**config.mk**
```make
export PLATFORM = sky130hd
export DESIGN_NAME = lsu
export DESIGN_NICKNAME = d
export VERILOG_FILES = /design/src/rtl/lsu_pkg.sv /design/src/rtl/load_align.sv /design/src/rtl/lsu.sv
export SDC_FILE = /design/constraint.sdc
export NUM_CORES = 1
export LEC_CHECK = 0
export ABC_AREA = 1
export CORE_MARGIN = 8
export CORE_UTILIZATION = 44
export CTS_BUF_LIST = sky130_fd_sc_hd__clkbuf_4 sky130_fd_sc_hd__clkbuf_8
export DETAILED_ROUTE_END_ITERATION = 8
export PLACE_DENSITY = 0.87
export SYNTH_ARGS = -nofsm -noshare
export SYNTH_HDL_FRONTEND = slang
export SYNTH_SLANG_ARGS = --single-unit
export TNS_END_PERCENT = 100
```
**constraint.sdc**
```tcl
create_clock -name clk -period 1.9 [get_ports clk]
set_clock_uncertainty 0.2 [all_clocks]
set_input_delay 0.19 -clock clk [delete_from_list [all_inputs] [get_ports clk]]
set_output_delay 0.19 -clock clk [all_outputs]
set_load 0.02 [all_outputs]
```
**src/rtl/lsu_pkg.sv**
```systemverilog
// LSU shared types: funct3 and FSM state enums, store lane helpers.
// Imported by load_align and lsu.
package lsu_pkg;

    typedef enum logic [2:0] {
        LSU_B  = 3'b000,
        LSU_H  = 3'b001,
        LSU_W  = 3'b010,
        LSU_BU = 3'b100,
        LSU_HU = 3'b101
    } lsu_funct3_e;

    typedef enum logic [1:0] {
        S_IDLE = 2'd0,
        S_REQ  = 2'd1,
        S_WAIT = 2'd2,
        S_RESP = 2'd3
    } lsu_state_e;

    function automatic logic f3_illegal(
        input logic       we,
        input logic [2:0] f3
    );
        logic bad;
        unique case (1'b1)
            f3 == LSU_B,
            f3 == LSU_H,
            f3 == LSU_W:  bad = 1'b0;
            f3 == LSU_BU,
            f3 == LSU_HU: bad = we;
            default:      bad = 1'b1;
        endcase
        return bad;
    endfunction

    function automatic logic misaligned(
        input logic [2:0] f3,
        input logic [1:0] lo
    );
        return (f3[1:0] == 2'b01 && lo[0])
            || (f3[1:0] == 2'b10 && lo != 2'b00);
    endfunction

    function automatic logic [3:0] st_strb(
        input logic [2:0] f3,
        input logic [1:0] lo
    );
        logic [3:0] s;
        unique case (1'b1)
            f3[1:0] == 2'b00: s = 4'b0001 << lo;
            f3[1:0] == 2'b01: s = 4'b0011 << {lo[1], 1'b0};
            default:          s = 4'b1111;
        endcase
        return s;
    endfunction

    function automatic logic [31:0] st_data(
        input logic [2:0]  f3,
        input logic [31:0] d
    );
        logic [31:0] r;
        unique case (1'b1)
            f3[1:0] == 2'b00: r = {4{d[7:0]}};
            f3[1:0] == 2'b01: r = {2{d[15:0]}};
            default:          r = d;
        endcase
        return r;
    endfunction

endpackage

```
**src/rtl/load_align.sv**
```systemverilog
// Load lane select and sign/zero extension (combinational).
// Ports: word, addr_lo, funct3 -> result.
module load_align
    import lsu_pkg::*;
(
    input  logic [31:0] word,
    input  logic [1:0]  addr_lo,
    input  logic [2:0]  funct3,
    output logic [31:0] result
);

    logic [7:0]  b;
    logic [15:0] h;

    always_comb begin
        b      = word[{addr_lo, 3'b000} +: 8];
        h      = addr_lo[1] ? word[31:16] : word[15:0];
        result = '0;
        unique case (1'b1)
            funct3 == LSU_B:  result = {{24{b[7]}}, b};
            funct3 == LSU_H:  result = {{16{h[15]}}, h};
            funct3 == LSU_W:  result = word;
            funct3 == LSU_BU: result = {24'd0, b};
            funct3 == LSU_HU: result = {16'd0, h};
            default:          result = '0;
        endcase
    end

endmodule

```
**src/rtl/lsu.sv**
```systemverilog
// Load/store unit: request -> data memory -> aligned response FSM.
// Ports: req_* in, resp_* out, mem_* data-memory side; clk, rst (sync high).
// Option: LSU_MISALIGN_TRAP_EN faults misaligned H/W accesses.
module lsu
    import lsu_pkg::*;
#(
    parameter int unsigned DATA_WIDTH = 32,
    parameter int unsigned ADDR_WIDTH = 32
) (
    input  logic                  clk,
    input  logic                  rst,
    input  logic                  req_valid,
    output logic                  req_ready,
    input  logic                  req_we,
    input  logic [2:0]            req_funct3,
    input  logic [ADDR_WIDTH-1:0] req_addr,
    input  logic [DATA_WIDTH-1:0] req_wdata,
    output logic                  resp_valid,
    input  logic                  resp_ready,
    output logic [DATA_WIDTH-1:0] resp_rdata,
    output logic                  resp_err,
    output logic                  mem_req,
    input  logic                  mem_gnt,
    output logic                  mem_we,
    output logic [ADDR_WIDTH-1:0] mem_addr,
    output logic [DATA_WIDTH-1:0] mem_wdata,
    output logic [3:0]            mem_wstrb,
    input  logic                  mem_rvalid,
    input  logic [DATA_WIDTH-1:0] mem_rdata
);

    lsu_state_e      state;
    logic            q_we;
    logic            q_bad;
    logic [2:0]      q_f3;
    logic [1:0]      q_lo;
    logic            bad_req;
    logic [31:0]     ld_data;

`ifdef LSU_MISALIGN_TRAP_EN
    assign bad_req = f3_illegal(req_we, req_funct3)
                   | misaligned(req_funct3, req_addr[1:0]);
`else
    assign bad_req = f3_illegal(req_we, req_funct3);
`endif

    assign req_ready = (state == S_IDLE) && !rst;

    load_align u_align (
        .word    (mem_rdata),
        .addr_lo (q_lo),
        .funct3  (q_f3),
        .result  (ld_data)
    );

    always_ff @(posedge clk) begin
        if (rst) begin
            state      <= S_IDLE;
            q_we       <= 1'b0;
            q_bad      <= 1'b0;
            q_f3       <= '0;
            q_lo       <= '0;
            mem_req    <= 1'b0;
            mem_we     <= 1'b0;
            mem_addr   <= '0;
            mem_wdata  <= '0;
            mem_wstrb  <= '0;
            resp_valid <= 1'b0;
            resp_err   <= 1'b0;
            resp_rdata <= '0;
        end else begin
            unique case (state)
                S_IDLE: begin
                    if (req_valid) begin
                        state     <= S_REQ;
                        q_we      <= req_we;
                        q_bad     <= bad_req;
                        q_f3      <= req_funct3;
                        q_lo      <= req_addr[1:0];
                        mem_req   <= !bad_req;
                        mem_we    <= req_we && !bad_req;
                        mem_addr  <= {req_addr[ADDR_WIDTH-1:2], 2'b00};
                        mem_wdata <= st_data(req_funct3, req_wdata);
                        mem_wstrb <= (req_we && !bad_req)
                                   ? st_strb(req_funct3, req_addr[1:0])
                                   : 4'b0000;
                    end
                end
                S_REQ: begin
                    // Faulting accesses never reach memory.
                    if (q_bad) begin
                        state      <= S_RESP;
                        resp_valid <= 1'b1;
                        resp_err   <= 1'b1;
                        resp_rdata <= '0;
                    end else if (mem_gnt) begin
                        state     <= S_WAIT;
                        mem_req   <= 1'b0;
                        mem_we    <= 1'b0;
                        mem_wstrb <= 4'b0000;
                    end
                end
                S_WAIT: begin
                    if (mem_rvalid) begin
                        state      <= S_RESP;
                        resp_valid <= 1'b1;
                        resp_err   <= 1'b0;
                        resp_rdata <= q_we ? '0 : ld_data;
                    end
                end
                S_RESP: begin
                    if (resp_ready) begin
                        state      <= S_IDLE;
                        resp_valid <= 1'b0;
                        resp_err   <= 1'b0;
                    end
                end
                default: state <= S_IDLE;
            endcase
        end
    end

endmodule

```
==> results of run 1 <==
==> flip-flops by register name, summed over array words and instances, names as in the netlist <==
| name | flops |
|---|---|
| resp_rdata | 32 |
| resp_err | 1 |
| state | 2 |
| mem_wdata | 32 |
| q_lo | 2 |
| mem_wstrb | 4 |
| q_we | 1 |
| mem_we | 1 |
| q_bad | 1 |
| resp_valid | 1 |
| q_f3 | 3 |
| mem_addr | 30 |
| mem_req | 1 |
==> timing repair <==
action	in CTS	in global routing
endpoints found under the setup margin	33	35
gates cloned	1	2
setup buffers	2	4
resized for setup	10	16
pin swaps	2	5
==> per-stage QoR <==
| step | hold slack [ns] | area [um^2] | setup WS [ns] | power [mW] |
|---|---|---|---|---|
| finish | 0.224 | 7770 | 0.0541 | 9.63 |
| global route | 0.232 | 7770 | -0.0406 | 10.2 |
| CTS | 0.205 | 7630 | 0.00372 | 9.38 |
| detailed placement | 0.244 | 7380 | -0.569 | 7.76 |
| global placement | 0.241 | 7380 | -0.477 | 7.68 |
| floorplan | 0.149 | 5030 | 0.189 | 5.75 |
==> synth_stat cells <==
library cell	instances
a211oi_1	1
a21o_1	1
a21oi_1	58
a21oi_2	1
a31oi_1	8
buf_1	1
buf_2	13
buf_4	2
buf_6	4
clkbuf_1	29
conb_1	1
dfxtp_1	111
ha_1	4
inv_1	39
inv_2	2
inv_4	1
nand2_1	186
nand2_2	2
nand3_1	60
nand3_2	1
nand4_1	4
nor2_1	87
nor2_2	1
nor2_8	1
nor3_1	3
nor3_2	1
o211ai_1	26
o211ai_2	1
o21ai_0	61
or2_2	8
==> worst reg2reg max path, delay by kind of cell, from the launching register on <==
family,cells,cell delay [ns]
buf+inv,3,0.38
flops,1,0.35
compound gates,2,0.35
simple gates,2,0.31
fa+ha+maj,1,0.19
==> kinds of logic (layout without fill, tap and decap cells) <==
group,count (synthesis),in the layout,synth area share (%)
other,1,2,0.0746
DFF,111,111,44.2
buffers and inverters,91,307,7.92
AOI/OAI and AO/OA,157,157,17.5
and+or+nand+nor,354,355,29.3
adders and majority gates,4,4,0.996
==> worst max-delay path by stage <==
stage	from	cells past startpoint	endpoint	slack, ns
2_1_floorplan	state[0]	8	resp_rdata[10]	0.19
3_3_place_gp	mem_rvalid	7	resp_rdata[11]	-0.48
3_5_place_dp	mem_rvalid	7	resp_rdata[5]	-0.57
4_1_cts	state[1]	7	resp_rdata[5]	0.004
5_1_grt	state[0]	7	mem_wstrb[3]	-0.04
6_report	state[0]	8	resp_rdata[8]	0.05
==> metal layers <==
| layer | share of wire, % | up-vias | routed length, um |
|---|---|---|---|
| met4 | 2.4 | 0 | 446 |
| met1 | 36 | 2591 | 6650 |
| met5 | 0 | - | 0 |
| li1 | - | 2772 | - |
| met2 | 47 | 305 | 8580 |
| met3 | 14 | 41 | 2630 |
==> layout make-up <==
class | count | area [um^2] | area share, %
Inverter | 42 | 163 | 2.09
Multi-Input combinational cell | 518 | 2460 | 31.6
Clock buffer | 13 | 160 | 2.06
Timing Repair Buffer | 249 | 2550 | 32.8
Clock inverter | 3 | 42.5 | 0.547
Tap cell | 143 | 179 | 2.30
Sequential cell | 111 | 2230 | 28.6
==> where the power goes <==
part | internal, mW | total [mW] | switching [mW] | leakage [nW]
Clock | 0.690 | 1.49 | 0.802 | 0.104
Sequential | 2.84 | 3.13 | 0.287 | 0.912
Combinational | 2.20 | 5.01 | 2.81 | 2.13
Total | 5.73 | 9.63 | 3.90 | 3.14
==> impl_metrics.ini, run 1 <==
[pwr]
ir_drop_mv = 0.855
p_per_area_mw_per_mm2 = 1240
p_leak_nw = 3.14

[setup_path]
cp_max_fo = 7
reg2reg_to = resp_rdata[8]
worstRegToRegCells = 8
arrival_ns = 1.97
crit_required_ns = 2.02
timing.rr.start = state[0]
cpMaxStageDelayCell = dfxtp_2
r2r_slack_ns = 0.05
cp_num_buf_inv = 3
cp_slowest_stage_delay_ns = 0.35
critPathCaptureType = flop
cp-start-kind = flop
critPathTopFamily = buffers and inverters
path_cells = inv_1 > ha_2 > buf_6 > o211ai_1 > nor2_4 > buf_4 > nand2_1 > a21oi_1
critPathKind = flop to flop

[route]
ant_nets = 0
routedWlPerCell_um = 17.0
drt_wl_total_um = 18300
drtIter0Drc = 620
firstDrtPassIters = 6
drc_errors = 0
post_drt_via_cell_ratio = 5.29
vias = 5709

[sta]
slew_violations = 0
finalCritPeriodShare_pct = 97.2
slew_headroom_pct = 59.4
min_period_ns = 1.85
fmax_ghz = 0.542
finalHoldViolations = 0
setup_violations = 0
tns_ns = 0
max_slew.worst_pin.slew_ns = 0.607

[logic_synthesis]
ys_seq_area_share_pct = 44.2
synth_seq_cells = 111
yosysWarnings = 0
netlist_area_mm2 = 0.00502
syn_inst = 718
ys_types = 30
synth_top_area_share_pct = 44.2
synth_top_cell_by_area = dfxtp_1
avgSynthCellArea_um2 = 7.00
synthTopCellsByArea = dfxtp_1 44%, nand2_1 14%, nor2_1 6.5%, o21ai_0 6.1%, nand3_1 6.0%

[finish]
diodes = 0
final_cell_mix = 207 x clkdlybuf4s50_1, 184 x nand2_1, 108 x dfxtp_1, 87 x nor2_1, 61 x o21ai_0
finish.utilization_pct = 69.0
fillers = 908
drive_above_1_share_pct = 9.72
final_common_cell = clkdlybuf4s50_1
fin_nets = 1041
stdcell_count = 1079
synthToLayoutAreaGrowth_pct = 54.7

[global_routing]
met2_usage_pct = 37.9
grt_start_max_net_pins = 56
grt_usage_pct = 23.0
overflow = 0
grt_pass1_vias = 5364
busiest_layer = met2
grt_pass1_wl_um = 27500
use_met3_pct = 10.9
antenna_found_initial = 0
grt_use_met1_pct = 25.6

[floorplan]
start_util_pct = 44.6
die_y_um = 123
io_pins = 211
die_area_mm2 = 0.0151
rows = 39
die_x_um = 123
coreArea_mm2 = 0.0113

[hold_path]
hold_path_startpoint = req_wdata[11]
worstHoldEndpoint = mem_wdata[27]
holdPathStages = 3
hp-class = primary input to flop

[clocking]
clkTransAtPathRegs_ns = 0.11
cts_max_level = 3
hold_buffers = 0
cts_tree = done
root_buffer = clkbuf_8
cts.sinks = 111
clkLatencyLatePin_ns = 0.38
cts_buffers = 9
clockBufferDepth = 2

[place]
place.port_buffers = 208
place.gp.congestion = 0.882
dp_cells = 1054
dp_hpwl_um = 12900

[job]
cap_violations = 0

[run_status]
outcome = finished, final reports clean
No activity file was read; power rests on OpenSTA's default activity.
==> inputs of run 2 (changes only) <==
--- a/config.mk
+++ b/config.mk
@@ -6,7 +6,7 @@
 export NUM_CORES = 1
 export LEC_CHECK = 0
 export ABC_AREA = 1
-export CORE_MARGIN = 8
+export CORE_MARGIN = 3
 export CORE_UTILIZATION = 44
 export CTS_BUF_LIST = sky130_fd_sc_hd__clkbuf_4 sky130_fd_sc_hd__clkbuf_8
 export DETAILED_ROUTE_END_ITERATION = 8
==> impl_metrics.ini, run 2 (synthesis gave the netlist of run 1 again) <==
[place]
post-place-ws_ns = 0.0240
place.gp.congestion = 0.898
dp_hpwl_um = 11600
place.port_buffers = 208
dp_cells = 1039
placed_area_mm2 = 0.00728

[clocking]
cts_max_level = 3
clockBufferDepth = 2
cts.sinks = 111
root_buffer = clkbuf_8
cts_buffers = 9
clkTransAtPathRegs_ns = 0.10
cts_tree = done
clkLatencyLatePin_ns = 0.37
hold_buffers = 0

[sta]
fmax_ghz = 0.558
min_period_ns = 1.79
whs_ns = 0.229
slew_violations = 0
setup_violations = 0
tns_ns = 0
layout_setup_ws_ns = 0.107
finalCritPeriodShare_pct = 94.4
finalHoldViolations = 0

[floorplan]
coreArea_mm2 = 0.0110
die_x_um = 113
io_pins = 211
start_util_pct = 45.8
die_area_mm2 = 0.0127
rows = 38
die_y_um = 113

[setup_path]
cp_max_fo = 2
cp_slowest_stage_delay_ns = 0.68
critPathCaptureType = primary output
critPathTopFamily = buffers and inverters
cp_num_buf_inv = 1
crit_required_ns = 1.51
critPathKind = flop to primary output
cp-start-kind = flop
arrival_ns = 1.40
cpMaxStageDelayCell = clkdlybuf4s50_1
path_cells = clkdlybuf4s50_1

[pwr]
ir_drop_mv = 0.684
p_leak_nw = 3.01
p_sw_mw = 3.62
combPwrFrac_pct = 50.1
p_sw_share_pct = 40.8
p_per_area_mw_per_mm2 = 1190
pwr-share-clk_pct = 14.3
p_seq_share_pct = 35.6
internal_power_mw = 5.26

[finish]
final_common_cell = clkdlybuf4s50_1
final_cell_mix = 207 x clkdlybuf4s50_1, 183 x nand2_1, 107 x dfxtp_1, 87 x nor2_1, 61 x o21ai_0
drive_above_1_share_pct = 7.32
final_area_mm2 = 0.00749
diodes = 0
multi_input_area_mm2 = 0.00243
fin_nets = 1022
synthToLayoutAreaGrowth_pct = 49.1
stdcell_count = 1055
fillers = 931
reg_top3 = mem_wdata x32, resp_rdata x32, mem_addr x30
register_area_mm2 = 0.00223

[global_routing]
overflow = 0
grt_start_max_net_pins = 49
grt_usage_pct = 24.9
grt_pass1_wl_um = 25900
grt_pass1_vias = 5227
antenna_found_initial = 0

[route]
routedWlPerCell_um = 15.3
drt_wl_total_um = 16200
post_drt_via_cell_ratio = 5.22
drtIter0Drc = 347
firstDrtPassIters = 5
vias = 5504
ant_nets = 0
drc_errors = 0

[run_status]
outcome = finished, final reports clean

[hold_path]
hp-class = primary input to flop

[job]
cap_violations = 0
==> run 2: power groups by stage <==
stage,Combinational [mW],Clock [mW],Sequential [mW]
6_report,4.45,1.27,3.16
4_1_cts,4.39,1.30,3.16
3_5_place_dp,4.36,0,3.20
3_3_place_gp,4.30,0,3.18
2_1_floorplan,2.07,0,3.69
5_1_grt,4.90,1.42,3.23
==> run 2: area by class of cell <==
cell class              count  area share (%)
clock buffers              13            2.05
clock inverters             1           0.100
inverters                  42            2.14
multi-input cells         517            32.4
flip-flops and latches    111            29.7
well taps                 140            2.34
repair buffers            231            31.3
==> run 2: per-stage QoR <==
step / utilization (%) / total power, mW
final: 68.2 / 8.88
after global routing: 68.2 / 9.54
after CTS: 67.8 / 8.84
after detailed placement: 66.3 / 7.56
after global placement: 66.3 / 7.49
after floorplan: - / 5.75
==> run 2: layer usage <==
metal	part of all wire, %	vias to the layer above	track usage, %
met2	48	262	42.1
met3	11	25	8.56
met1	39	2476	29.6
met5	0	-	0
met4	2.0	0	8.49
li1	-	2741	-
==> run 2: timing repair <==
action,CTS,global route
setup buffers,0,1
pin swaps,0,2
cloned,0,1
endpoints found under the setup margin,3,39
resized for setup,5,8
==> run 2: worst paths after layout <==
path	from	endpoint	slack (ns)	cells past startpoint
worst max-delay path	mem_wdata[10]	mem_wdata[10]	0.11	1
worst min-delay path	req_addr[19]	mem_addr[19]	0.23	3
worst max register to register	state[1]	resp_rdata[13]	0.12	8
worst min register to register	resp_err	resp_err	0.26	2
